$ cat src/rtl/node_arb_if.sv
// Bundle of requester-side and shared-node-side signals for node_arb.
// The arbiter attaches through the slave modport; the requesters and node model use master.
interface node_arb_if #(
    parameter int unsigned NREQ = 4,
    parameter int unsigned W    = 16
);
    logic [NREQ-1:0]     REQ;
    logic [NREQ*3*W-1:0] OPS;
    logic [NREQ-1:0]     GNT;
    logic [NREQ-1:0]     DONE;
    logic [W-1:0]        RES;
    logic                ERR;
    logic                BUSY;
    logic                NODE_ST;
    logic                NODE_RD;
    logic [W-1:0]        NODE_RES;
    logic [W-1:0]        NODE_IN0;
    logic [W-1:0]        NODE_IN1;
    logic [W-1:0]        NODE_IN2;

    modport slave (
        input  REQ, OPS, NODE_RD, NODE_RES,
        output GNT, DONE, RES, ERR, BUSY, NODE_ST, NODE_IN0, NODE_IN1, NODE_IN2
    );

    modport master (
        output REQ, OPS, NODE_RD, NODE_RES,
        input  GNT, DONE, RES, ERR, BUSY, NODE_ST, NODE_IN0, NODE_IN1, NODE_IN2
    );
endinterface

$ cat src/rtl/node_arb.sv
// Round-robin arbiter that shares one evaluation node between NREQ requesters.
// Optional per-phase handshake timeout is enabled by defining NODE_ARB_TIMEOUT_EN.
module node_arb #(
    parameter int unsigned NREQ    = 4,
    parameter int unsigned W       = 16,
    parameter int unsigned TIMEOUT = 255
) (
    input  logic        CLK,
    input  logic        RST,
    node_arb_if.slave   bus
);

    localparam int unsigned PTR_W = $clog2(NREQ);
    localparam int unsigned IDX_W = PTR_W + 1;

    typedef enum logic [2:0] {
        IDLE   = 3'd0,
        LAUNCH = 3'd1,
        WLOW   = 3'd2,
        WHIGH  = 3'd3,
        REL    = 3'd4
    } state_t;

    state_t           state;
    logic [PTR_W-1:0] ptr;
    logic [PTR_W-1:0] gidx;
    logic [PTR_W-1:0] sel;
    logic [IDX_W-1:0] idx;
    logic             any_req;

`ifdef NODE_ARB_TIMEOUT_EN
    localparam int unsigned CNT_W = (TIMEOUT < 256) ? 8 : 16;
    logic [CNT_W-1:0] cnt;
    logic             to_hit;

    assign to_hit = (cnt == CNT_W'(TIMEOUT - 1));
`endif

    // Pick the first request at or after the pointer; scanning downward lets the nearest one win.
    always_comb begin
        sel     = ptr;
        any_req = 1'b0;
        idx     = '0;
        for (int i = int'(NREQ) - 1; i >= 0; i--) begin
            idx = {1'b0, ptr} + IDX_W'(i);
            if (idx >= IDX_W'(NREQ)) begin
                idx = idx - IDX_W'(NREQ);
            end
            if (bus.REQ[idx[PTR_W-1:0]]) begin
                sel     = idx[PTR_W-1:0];
                any_req = 1'b1;
            end
        end
    end

    always_ff @(posedge CLK or posedge RST) begin
        if (RST) begin
            state        <= IDLE;
            ptr          <= '0;
            gidx         <= '0;
            bus.GNT      <= '0;
            bus.DONE     <= '0;
            bus.RES      <= '0;
            bus.ERR      <= 1'b0;
            bus.BUSY     <= 1'b0;
            bus.NODE_ST  <= 1'b0;
            bus.NODE_IN0 <= '0;
            bus.NODE_IN1 <= '0;
            bus.NODE_IN2 <= '0;
`ifdef NODE_ARB_TIMEOUT_EN
            cnt          <= '0;
`endif
        end else begin
            bus.DONE <= '0;
            bus.ERR  <= 1'b0;
            case (state)
                IDLE: begin
                    if (any_req) begin
                        gidx         <= sel;
                        bus.GNT      <= NREQ'(1) << sel;
                        bus.NODE_IN0 <= bus.OPS[W*(3*32'(sel)+0) +: W];
                        bus.NODE_IN1 <= bus.OPS[W*(3*32'(sel)+1) +: W];
                        bus.NODE_IN2 <= bus.OPS[W*(3*32'(sel)+2) +: W];
                        bus.BUSY     <= 1'b1;
                        state        <= LAUNCH;
                    end
                end
                LAUNCH: begin
                    bus.NODE_ST <= 1'b1;
                    state       <= WLOW;
`ifdef NODE_ARB_TIMEOUT_EN
                    cnt         <= '0;
`endif
                end
                WLOW: begin
                    if (!bus.NODE_RD) begin
                        state <= WHIGH;
`ifdef NODE_ARB_TIMEOUT_EN
                        cnt   <= '0;
`endif
                    end
`ifdef NODE_ARB_TIMEOUT_EN
                    else if (to_hit) begin
                        bus.NODE_ST <= 1'b0;
                        bus.DONE    <= NREQ'(1) << gidx;
                        bus.ERR     <= 1'b1;
                        state       <= REL;
                    end else begin
                        cnt <= cnt + CNT_W'(1);
                    end
`endif
                end
                WHIGH: begin
                    if (bus.NODE_RD) begin
                        bus.RES     <= bus.NODE_RES;
                        bus.DONE    <= NREQ'(1) << gidx;
                        bus.NODE_ST <= 1'b0;
                        state       <= REL;
                    end
`ifdef NODE_ARB_TIMEOUT_EN
                    else if (to_hit) begin
                        bus.NODE_ST <= 1'b0;
                        bus.DONE    <= NREQ'(1) << gidx;
                        bus.ERR     <= 1'b1;
                        state       <= REL;
                    end else begin
                        cnt <= cnt + CNT_W'(1);
                    end
`endif
                end
                REL: begin
                    // Served requester drops to lowest priority; this state also keeps NODE_ST low between launches.
                    bus.GNT  <= '0;
                    bus.BUSY <= 1'b0;
                    ptr      <= (gidx == PTR_W'(NREQ - 1)) ? '0 : gidx + PTR_W'(1);
                    state    <= IDLE;
                end
                default: begin
                    state <= IDLE;
                end
            endcase
        end
    end

endmodule

$ cat src/flat_wrapper.sv
// flat-port wrapper written by rule: the top's interface ports become plain ports
module node_arb_flat 
#(
    parameter int unsigned NREQ    = 4,
    parameter int unsigned W       = 16,
    parameter int unsigned TIMEOUT = 255
)
  (CLK, RST, bus_REQ, bus_OPS, bus_NODE_RD, bus_NODE_RES, bus_GNT, bus_DONE, bus_RES, bus_ERR, bus_BUSY, bus_NODE_ST, bus_NODE_IN0, bus_NODE_IN1, bus_NODE_IN2);
  node_arb_if #(.NREQ(NREQ), .W(W)) bus_i ();
  input  logic CLK;
  input  logic RST;
  input wire logic [$bits(bus_i.REQ)-1:0] bus_REQ;
  input wire logic [$bits(bus_i.OPS)-1:0] bus_OPS;
  input wire logic [$bits(bus_i.NODE_RD)-1:0] bus_NODE_RD;
  input wire logic [$bits(bus_i.NODE_RES)-1:0] bus_NODE_RES;
  output wire logic [$bits(bus_i.GNT)-1:0] bus_GNT;
  output wire logic [$bits(bus_i.DONE)-1:0] bus_DONE;
  output wire logic [$bits(bus_i.RES)-1:0] bus_RES;
  output wire logic [$bits(bus_i.ERR)-1:0] bus_ERR;
  output wire logic [$bits(bus_i.BUSY)-1:0] bus_BUSY;
  output wire logic [$bits(bus_i.NODE_ST)-1:0] bus_NODE_ST;
  output wire logic [$bits(bus_i.NODE_IN0)-1:0] bus_NODE_IN0;
  output wire logic [$bits(bus_i.NODE_IN1)-1:0] bus_NODE_IN1;
  output wire logic [$bits(bus_i.NODE_IN2)-1:0] bus_NODE_IN2;
  assign bus_i.REQ = bus_REQ;
  assign bus_i.OPS = bus_OPS;
  assign bus_i.NODE_RD = bus_NODE_RD;
  assign bus_i.NODE_RES = bus_NODE_RES;
  assign bus_GNT = bus_i.GNT;
  assign bus_DONE = bus_i.DONE;
  assign bus_RES = bus_i.RES;
  assign bus_ERR = bus_i.ERR;
  assign bus_BUSY = bus_i.BUSY;
  assign bus_NODE_ST = bus_i.NODE_ST;
  assign bus_NODE_IN0 = bus_i.NODE_IN0;
  assign bus_NODE_IN1 = bus_i.NODE_IN1;
  assign bus_NODE_IN2 = bus_i.NODE_IN2;
  node_arb #(.NREQ(NREQ), .W(W), .TIMEOUT(TIMEOUT)) u_core (.CLK(CLK), .RST(RST), .bus(bus_i));
endmodule
$ cat config.mk
export PLATFORM = sky130hd
export DESIGN_NAME = node_arb_flat
export DESIGN_NICKNAME = d
export VERILOG_FILES = /design/src/rtl/node_arb_if.sv /design/src/rtl/node_arb.sv /design/src/flat_wrapper.sv
export SDC_FILE = /design/constraint.sdc
export NUM_CORES = 1
export LEC_CHECK = 0
export ABC_AREA = 1
export CORE_UTILIZATION = 41
export DETAILED_ROUTE_END_ITERATION = 10
export GPL_ROUTABILITY_DRIVEN = 0
export PLACE_DENSITY = 0.85
export SETUP_SLACK_MARGIN = 0.3
export SLEW_MARGIN = 5
export SYNTH_ARGS = -nofsm -noshare
export SYNTH_HDL_FRONTEND = slang
export SYNTH_SLANG_ARGS = --single-unit
$ cat constraint.sdc
create_clock -name CLK -period 4.4 [get_ports CLK]
set_clock_uncertainty 0.1 [all_clocks]
set_input_delay 1.32 -clock CLK [delete_from_list [all_inputs] [get_ports CLK]]
set_output_delay 1.32 -clock CLK [all_outputs]
set_load 0.01 [all_outputs]
Word-level counts from Yosys, hierarchy flattened
Index checks and enable logic that the tools add are counted.
{"block": "word_totals", "reg_bits": 81, "latchBits": 0, "ram_bits": 0, "rom_bits": 0, "in_bits": 215, "out_inout_bits": 75, "word_cells": 84, "n_memories": 0}
{"block": "classes", "add_sub_neg": 10, "n_mul": 1, "div_mod_pow": 0, "magnitude_cmp": 8, "eq_ne": 8, "n_shift": 5, "mux": 33, "bitwise_logic": 0, "n_reduce_logical": 8}
{"op": "variable part select 192 x 33 -> 16 bit", "n": 2}
{"op": "variable part select 192 x 9 -> 16 bit", "n": 1}
{"op": "two-way mux 2 bit", "n": 9}
{"op": "less-than comparator 2 x 3 -> 1 bit, second input constant", "n": 4}
{"op": "two-way mux 4 bit", "n": 3}
{"op": "one-hot mux 3 bit (4 select lines)", "n": 1}
{"op": "two-way mux 1 bit", "n": 10}
{"op": "greater-or-equal comparator 3 bit, second input constant", "n": 3}
{"op": "two-way mux 3 bit", "n": 3}
{"op": "binary-select mux 1 bit (select 2 bit)", "n": 4}
{"op": "one-hot mux 4 bit (2 select lines)", "n": 1}
{"op": "AND reduction 2 bit", "n": 4}
{"op": "<< shifter 1 x 2 -> 4 bit, first input constant", "n": 2}
{"op": "subtractor 2 x 1 -> 2 bit, second input constant", "n": 4}
{"op": "adder 2 x 2 -> 3 bit, second input constant", "n": 2}
{"op": "== test 3 x 2 -> 1 bit, second input constant", "n": 2}
{"op": "adder 4 x 1 -> 5 bit, second input constant", "n": 1}
{"op": "adder 4 x 2 -> 5 bit, second input constant", "n": 1}
{"op": "multiplier 2 x 2 -> 4 bit, first input constant", "n": 1}
{"op": "inequality test 2 bit, second input constant", "n": 2}
{"op": "one-hot mux 1 bit (2 select lines)", "n": 2}
{"op": "nonzero test 2 bit", "n": 2}
{"op": "adder 2 x 1 -> 3 bit, second input constant", "n": 1}
{"op": "== test 3 x 1 -> 1 bit, second input constant", "n": 1}
{"op": "other kinds (7)", "n": 7}

Depth between registers and ports, before layout
Gate-level depths: netlist of run 1.
{"block": "logic_depth", "depth_word": 12, "ltp_mapped": 18, "depth_no_buf": 16}

Worst setup path before layout of run 1
OpenSTA, ideal clock, no wires.
{"block": "synth_timing", "path_type": "input to register", "from": "input port bus_REQ[3]", "to": "register u_core.bus.NODE_IN2[5]", "setup_ns": 0.117, "arrival_ns": 2.425, "t_required_ns": 4.183, "setup_slack_ns": 1.758, "stages": 13, "path_buffers": 2, "path_cell_list": "inv_1 -> nand2_1 -> nand3_1 -> nand2_1 -> nand3_2 -> nand4_4 -> buf_4 -> buf_6 -> nand3b_1 -> nand3_1 -> nand2_1 -> nand2_1 -> nand2_1"}
{"block": "synth_between", "elab_chain_len": 9, "word_cells_on_any_way": 20}
{"item": "from (decl)", "line": "flat_wrapper.sv:12", "rtl": "input wire logic [$bits(bus_i.REQ)-1:0] bus_REQ;"}
{"item": "binary-select mux 1 bit (select 2 bit)", "line": "node_arb.sv:49", "rtl": "if (bus.REQ[idx[PTR_W-1:0]]) begin"}
{"item": "two-way mux 1 bit (implied by the code)", "line": "node_arb.sv:49"}
{"item": "two-way mux 2 bit (4 in a row)", "line": "node_arb.sv:49"}
{"item": "multiplier 2 x 2 -> 4 bit", "line": "node_arb.sv:83", "rtl": "bus.NODE_IN2 <= bus.OPS[W*(3*32'(sel)+2) +: W];"}
{"item": "adder 4 x 2 -> 5 bit", "line": "node_arb.sv:83"}
{"item": "variable part select 192 x 33 -> 16 bit", "line": "node_arb.sv:83"}
{"item": "to (signal assigned)", "line": "node_arb.sv:83"}
{"item": "to (decl)", "line": "node_arb_if.sv:23", "rtl": "output GNT, DONE, RES, ERR, BUSY, NODE_ST, NODE_IN0, NODE_IN1, NODE_IN2"}
Parallel ways exist; a longest one is shown, timed or not. The select of a mux whose other input is x is not followed.
A chain may end at the register's enable or synchronous reset.

Worst setup path in the final report of run 1
{"block": "layout_timing", "from": "input port bus_REQ[1]", "to": "register u_core.bus.NODE_IN0[6]"}
{"block": "layout_between", "elab_chain_len": 8, "word_cells_on_any_way": 19}
{"item": "binary-select mux 1 bit (select 2 bit)", "line": "node_arb.sv:49"}
{"item": "two-way mux 1 bit (implied by the code)", "line": "node_arb.sv:49"}
{"item": "two-way mux 2 bit (4 in a row)", "line": "node_arb.sv:49"}
{"item": "multiplier 2 x 2 -> 4 bit", "line": "node_arb.sv:81", "rtl": "bus.NODE_IN0 <= bus.OPS[W*(3*32'(sel)+0) +: W];"}
{"item": "variable part select 192 x 9 -> 16 bit", "line": "node_arb.sv:81"}
{"item": "to (signal assigned)", "line": "node_arb.sv:81"}
{"item": "to (decl)", "line": "node_arb_if.sv:23"}
Parallel ways exist; a longest one is shown, timed or not. The select of a mux whose other input is x is not followed.

==> results of run 1 <==
-- flip-flops by register name, indices dropped and copies added, names as in the netlist --
register / flops
u_core.ptr: 2
u_core.bus.NODE_IN2: 16
u_core.bus.NODE_ST: 1
u_core.bus.DONE: 4
u_core.bus.RES: 16
u_core.bus.NODE_IN0: 16
u_core.bus.NODE_IN1: 16
u_core.bus.GNT: 4
u_core.state: 3
u_core.bus.BUSY: 1
u_core.gidx: 2
-- layout make-up --
| class | instances | area, sq um |
|---|---|---|
| Timing Repair Buffer | 303 | 3010 |
| Clock buffer | 10 | 229 |
| Clock inverter | 6 | 90.1 |
| Fill cell | 1166 | 4470 |
| Tap cell | 176 | 220 |
| Sequential cell | 81 | 2030 |
| Inverter | 72 | 277 |
| Multi-Input combinational cell | 660 | 2930 |
-- synth_stat cells (2+ instances only) --
cell type / instances / area share, %
nand2_1: 467 / 32
nand3_1: 113 / 10
dfrtp_1: 81 / 36
inv_1: 65 / 4.4
nand3b_1: 48 / 6.5
buf_2: 25 / 2.3
buf_6: 10 / 2.0
clkbuf_1: 9 / 0.61
buf_4: 7 / 0.95
nor2_1: 6 / 0.41
inv_2: 5 / 0.34
buf_1: 4 / 0.27
ha_1: 4 / 0.90
o21ai_0: 4 / 0.36
nand2_4: 3 / 0.61
nand2_2: 2 / 0.22
nand3_2: 2 / 0.36
nor3_1: 2 / 0.18
o21ai_1: 2 / 0.18
-- critical path: stages --
cell and delay (ns):
clkdlybuf4s50_1 0.49, inv_1 0.05, nand2_1 0.07, nand3_1 0.10, nand2_1 0.12, nand3_2 0.12
nand3_2 0.12, nand2_4 0.18, nand2_4 0.19, buf_4 0.38, nand2_1 0.09, nand2_1 0.08
nand2_1 0.05, nand2_1 0.08, nand2_1 0.05, nand2_1 0.07
-- layer usage --
layer | GRT usage [%] | vias to the layer above | part of all wire [%]
li1 | - | 3191 | -
met1 | 32.9 | 2932 | 40
met2 | 48.7 | 300 | 48
met3 | 7.82 | 43 | 8.6
met4 | 12.8 | 0 | 3.5
met5 | 0 | - | 0
-- cell families after synthesis --
logic type	synth area share (%)
flip-flops	36.5
adder cells (fa/ha/maj)	0.900
buffers and inverters	11.0
AND/OR/NAND/NOR	50.6
other	0.0674
AO/OA/AOI/OAI	0.900
-- worst paths after layout --
path,to,from
max in group asynchronous,u_core.bus.NODE_IN1[0]$_DFFE_PP0P_,RST
max,u_core.bus.NODE_IN0[6]$_DFFE_PP0P_,bus_REQ[1]
min reg2reg,u_core.bus.NODE_IN2[1]$_DFFE_PP0P_,u_core.bus.NODE_IN2[1]$_DFFE_PP0P_
max reg2reg,u_core.bus.NODE_IN0[6]$_DFFE_PP0P_,u_core.ptr[0]$_DFFE_PP0P_
min in group asynchronous,u_core.bus.RES[9]$_DFFE_PP0P_,RST
min,u_core.bus.NODE_IN2[1]$_DFFE_PP0P_,u_core.bus.NODE_IN2[1]$_DFFE_PP0P_
-- power breakdown --
part,internal (mW),total (mW),switching (mW)
Combinational,1.74,4.43,2.68
Clock,0.499,0.818,0.319
Sequential,1.09,1.32,0.223
-- metrics by stage --
stage / hold slack [ns] / std cells / power (mW) / setup slack (ns) / cell area (sq um)
floorplan: 0.409 / 868 / 4.31 / 0.900 / 5560
global placement: 0.356 / 1292 / 5.67 / 0.722 / 8460
detailed placement: 0.364 / 1292 / 5.75 / 0.667 / 8460
CTS: 0.381 / 1308 / 6.60 / 1.02 / 8780
global route: 0.403 / 1308 / 7.20 / 0.769 / 8780
finish: 0.378 / 1308 / 6.56 / 0.996 / 8780
==> results.sh, run 1 <==
export IMPL_cts_sinks=81
export IMPL_fin_util_pct=66.3
export IMPL_cts_buffer_depth=2
export IMPL_maxSlewViolCount=0
export IMPL_peakVddDrop_v=0.000577
export IMPL_drc=0
export IMPL_synth_cells=868
export IMPL_synth_seq_cells=81
export IMPL_cap_violations=0
export IMPL_viasPerCell=4.94
export IMPL_rsz0062_at_grt="no"
export IMPL_holdPathStages=2
export IMPL_vias=6466
export IMPL_io_pins=290
export IMPL_overflow=0
export IMPL_status="complete, no violations"
export IMPL_setup_viol_count_final=0
export IMPL_clkSlewWorstSetupHoldPaths_ns=0.06
export IMPL_cts_tree="built"
export IMPL_final_cell_mix="466 x nand2_1, 288 x clkdlybuf4s50_1, 113 x nand3_1"
export IMPL_hold_viol_final=0
export IMPL_ys_async_sr_fraction_pct=100
export IMPL_syn2layout_area_growth_pct=57.9
export IMPL_numCtsBuffers=9
export IMPL_hold_buffers=0
export IMPL_grt_pass1_wl_mm=31.7
export IMPL_ys_seq_area_share_pct=36.5
export IMPL_port_buffers=288
export IMPL_ant_nets=0
export IMPL_synth_edff_count=0
export IMPL_crit_required_ns=4.59
export IMPL_grt_usage_pct=28.4
export IMPL_syn_nets=1087
export IMPL_cp_max_fo=39
export IMPL_die_h_um=118
export IMPL_worst_pin_slew_ns=0.603
export IMPL_antenna_found_initial=0
export IMPL_drtPass1Iterations=5
export IMPL_cts_root_buf="clkbuf_16"
export IMPL_post_cts_setup_buffer_count=0
export IMPL_antennaDiodeCount=0
export IMPL_htree_num_levels=3
export IMPL_cp_end_kind="flop"
export IMPL_worst_setup_path_type="primary input to flop"
export IMPL_die_x_um=118
export IMPL_worstRegToRegCells=17
export IMPL_syn_cell_area_sq_mm=0.00556
export IMPL_yosys_warnings=0
export IMPL_arrival_ns=3.59
export IMPL_fin_crit_ns=3.40
export IMPL_fin_tns_setup_ns=0
export IMPL_r2r_setup_slack_ns=1.82
export IMPL_min_period_over_period_pct=77.4
export IMPL_worstHoldPathType="flop to flop"
export IMPL_relSlewSlack_pct=59.8
export IMPL_start_util_pct=42.0
export IMPL_final_layout_size_suffix_gt1_share_pct=4.33
export IMPL_grt_max_degree=58
export IMPL_insertion_delay_ns=0.35
export IMPL_core_area_sq_mm=0.0132
export IMPL_die_area_sq_mm=0.0140
export IMPL_grt_pass1_vias=6339
export IMPL_drt_iter0_drc=389
export IMPL_synth_distinct_cells=28
export IMPL_ys_flop_type="dfrtp_1"
export IMPL_power_density_mw_per_mm2=747
export IMPL_rows=42
export IMPL_start_kind="primary input"
export IMPL_fmax_mhz=294
export IMPL_leakage_nw=4.48
export IMPL_hpwl_mm=13.7
export IMPL_cts_resized=0
export IMPL_syn_area_per_cell_sq_um=6.41
export IMPL_layout_commonest_cell="nand2_1"
export IMPL_nets=1346
export IMPL_detail_route_wl_per_cell_um=14.7
export IMPL_routed_wl_mm=19.2
Power figures use the tool's default switching activity.
==> run 2: changes to the inputs <==
--- a/config.mk
+++ b/config.mk
@@ -6,10 +6,10 @@
 export NUM_CORES = 1
 export LEC_CHECK = 0
 export ABC_AREA = 1
-export CORE_UTILIZATION = 41
+export CORE_UTILIZATION = 37
 export DETAILED_ROUTE_END_ITERATION = 10
 export GPL_ROUTABILITY_DRIVEN = 0
-export PLACE_DENSITY = 0.85
+export PLACE_DENSITY = 0.81
 export SETUP_SLACK_MARGIN = 0.3
 export SLEW_MARGIN = 5
 export SYNTH_ARGS = -nofsm -noshare
==> constraint.sdc (replaced) <==
create_clock -name CLK -period 2.8 [get_ports CLK]
set_clock_uncertainty 0.1 [all_clocks]
set_input_delay 0.84 -clock CLK [delete_from_list [all_inputs] [get_ports CLK]]
set_output_delay 0.84 -clock CLK [all_outputs]
set_load 0.01 [all_outputs]
==> run 2 against run 1 <==
  * Critical path type unchanged
  * Total power rose by 74%
  * Die area increased by 11%
  * Hold slack got worse by 0.0014 ns
  * Critical path depth grew 1
  * Final cell count grew 2.1%
  * First-iteration DRC count is 12% lower
  * Combinational power up 84%
  * Cell area is 4.7% higher
  * Flip-flop and latch count did not move
  * Largest power group unchanged
  * Critical endpoint is now u_core.bus.NODE_IN2[14]$_DFFE_PP0P_
  * Core utilization shrank 3.3 points
  * Non-clock buffer count increased by 19
  * Largest cell class unchanged
==> results.sh, run 2 (synthesis gave the netlist of run 1 again) <==
export IMPL_status="complete, no violations"
export IMPL_die_area_sq_mm=0.0155
export IMPL_holdPathStages=2
export IMPL_start_kind="primary input"
export IMPL_clkSlewWorstSetupHoldPaths_ns=0.07
export IMPL_intPower_mw=5.97
export IMPL_htree_num_levels=3
export IMPL_final_cell_mix="461 x nand2_1, 284 x clkdlybuf4s50_1, 112 x nand3_1"
export IMPL_grt_pass1_wl_mm=32.2
export IMPL_worstRegToRegCells=17
export IMPL_r2r_setup_slack_ns=0.53
export IMPL_pre_cts_slack_ns=-0.205
export IMPL_fin_crit_ns=2.36
export IMPL_numCtsBuffers=9
export IMPL_p_sw_mw=5.42
export IMPL_syn2layout_area_growth_pct=65.3
export IMPL_rows=44
export IMPL_worstHoldPathType="flop to flop"
export IMPL_seqPwrFrac_pct=18.0
export IMPL_min_delay_start="u_core.bus.NODE_IN1[1]$_DFFE_PP0P_"
export IMPL_reg2reg_from="u_core.ptr[0]$_DFFE_PP0P_"
export IMPL_start_util_pct=38.1
export IMPL_detail_route_wl_per_cell_um=15.1
export IMPL_r2r_end="u_core.bus.NODE_IN2[14]$_DFFE_PP0P_"
export IMPL_drtPass1Iterations=5
export IMPL_fmax_mhz=423
export IMPL_layout_commonest_cell="nand2_1"
export IMPL_grt_max_degree=82
export IMPL_insertion_delay_ns=0.34
export IMPL_drc=0
export IMPL_rsz0062_at_grt="yes"
export IMPL_cts_sinks=81
export IMPL_power_density_mw_per_mm2=1240
export IMPL_die_x_um=125
export IMPL_fill_cells=1331
export IMPL_io_pins=290
export IMPL_grt_pass1_vias=6217
export IMPL_cp_end_kind="flop"
export IMPL_core_area_sq_mm=0.0146
export IMPL_final_layout_size_suffix_gt1_share_pct=6.60
export IMPL_routed_wl_mm=20.2
export IMPL_switching_share_pct=47.6
export IMPL_setup_viol_count_final=0
export IMPL_cts_tree="built"
export IMPL_maxSlewViolCount=0
export IMPL_die_h_um=125
export IMPL_vias=6543
export IMPL_ant_nets=0
export IMPL_cts_buffer_depth=2
export IMPL_min_period_over_period_pct=84.3
export IMPL_min_to="u_core.bus.NODE_IN1[1]$_DFFE_PP0P_"
export IMPL_clockPowerShare_pct=10.3
export IMPL_arrival_ns=2.54
export IMPL_peakVddDrop_v=0.000854
export IMPL_setup_ws_ns=0.438
export IMPL_leakage_nw=4.67
export IMPL_antenna_found_initial=0
export IMPL_antennaDiodeCount=0
export IMPL_cap_violations=0
export IMPL_nets=1365
export IMPL_cts_root_buf="clkbuf_16"
export IMPL_hpwl_mm=14.1
export IMPL_crit_required_ns=2.98
export IMPL_worst_setup_path_type="primary input to flop"
export IMPL_grt_usage_pct=26.1
export IMPL_hold_viol_final=0
export IMPL_hold_buffers=0
export IMPL_viasPerCell=4.90
export IMPL_comb_power_share_pct=71.8
export IMPL_port_buffers=288
export IMPL_cp_max_fo=38
export IMPL_placed_cell_area_sq_mm=0.00869
export IMPL_overflow=0
export IMPL_drt_iter0_drc=344
export IMPL_design_area_sq_mm=0.00919
-- run 2: metal layers --
metal | vias up | wire, um | track usage, %
li1 | 3236 | - | -
met1 | 2997 | 8130 | 31.6
met2 | 273 | 9900 | 43.7
met3 | 37 | 1670 | 7.82
met4 | 0 | 500 | 9.36
met5 | - | 0 | 0
-- run 2: repair_timing --
item | 4_1_cts | 5_1_grt
resized for setup | 19 | 2
gates cloned | 3 | 0
setup endpoints to repair | 48 | 10
pin swaps | 12 | 1
setup buffers | 6 | 1
-- run 2: final cells by class --
class	count	area, sq um	share of cell area (%)
sequential	81	2030	22.1
multi-input combinational	660	2970	32.3
clock inverter	7	60.1	0.654
inverter	72	279	3.04
timing repair buffer	322	3400	37.0
clock buffer	9	225	2.45
tap	184	230	2.51
-- run 2: power by group through the flow --
stage / Sequential (mW) / Clock [mW] / Combinational (mW)
final: 2.05 / 1.17 / 8.17
after global routing: 2.11 / 1.26 / 9.05
after CTS: 2.04 / 1.21 / 8.19
after detailed placement: 2.04 / 0 / 7.55
after global placement: 2.04 / 0 / 7.39
after floorplan: 2.22 / 0 / 4.56
-- run 2: how the worst max path moves through the flow --
stage | start | to | slack (ns)
global route | bus_REQ[0] | u_core.bus.NODE_IN1[6]$_DFFE_PP0P_ | 0.29
detailed placement | bus_REQ[0] | u_core.bus.NODE_IN1[0]$_DFFE_PP0P_ | -0.21
CTS | bus_REQ[1] | u_core.bus.NODE_IN1[6]$_DFFE_PP0P_ | 0.45
floorplan | bus_REQ[3] | u_core.bus.NODE_IN2[5]$_DFFE_PP0P_ | 0.64
global placement | bus_REQ[2] | u_core.bus.NODE_IN1[0]$_DFFE_PP0P_ | -0.12
finish | bus_REQ[1] | u_core.bus.NODE_IN2[14]$_DFFE_PP0P_ | 0.44
-- run 2: through the flow --
step | instances | setup TNS (ns) | hold WS [ns] | total power, mW | util (%)
after floorplan | 868 | 0 | 0.409 | 6.78 | -
after global placement | 1309 | -2.64 | 0.356 | 9.43 | 59.6
after detailed placement | 1309 | -6.98 | 0.364 | 9.59 | 59.6
after CTS | 1334 | 0 | 0.382 | 11.4 | 62.9
after global routing | 1335 | 0 | 0.393 | 12.4 | 63.0
final | 1335 | 0 | 0.377 | 11.4 | 63.0
-- run 2: worst max-delay path: stages --
cell           delay [ns]
dlygate4sd2_1        0.23
nand2_2              0.08
nand2_2              0.08
nand2_2              0.09
nand2_2              0.09
inv_2                0.04
nand2_4              0.09
nand3_4              0.08
nand2_4              0.12
buf_12               0.13
buf_12               0.19
nand3_1              0.13
nand2_1              0.09
nand2_1              0.05
nand2_1              0.06
nand2_1              0.05
nand2_1              0.07
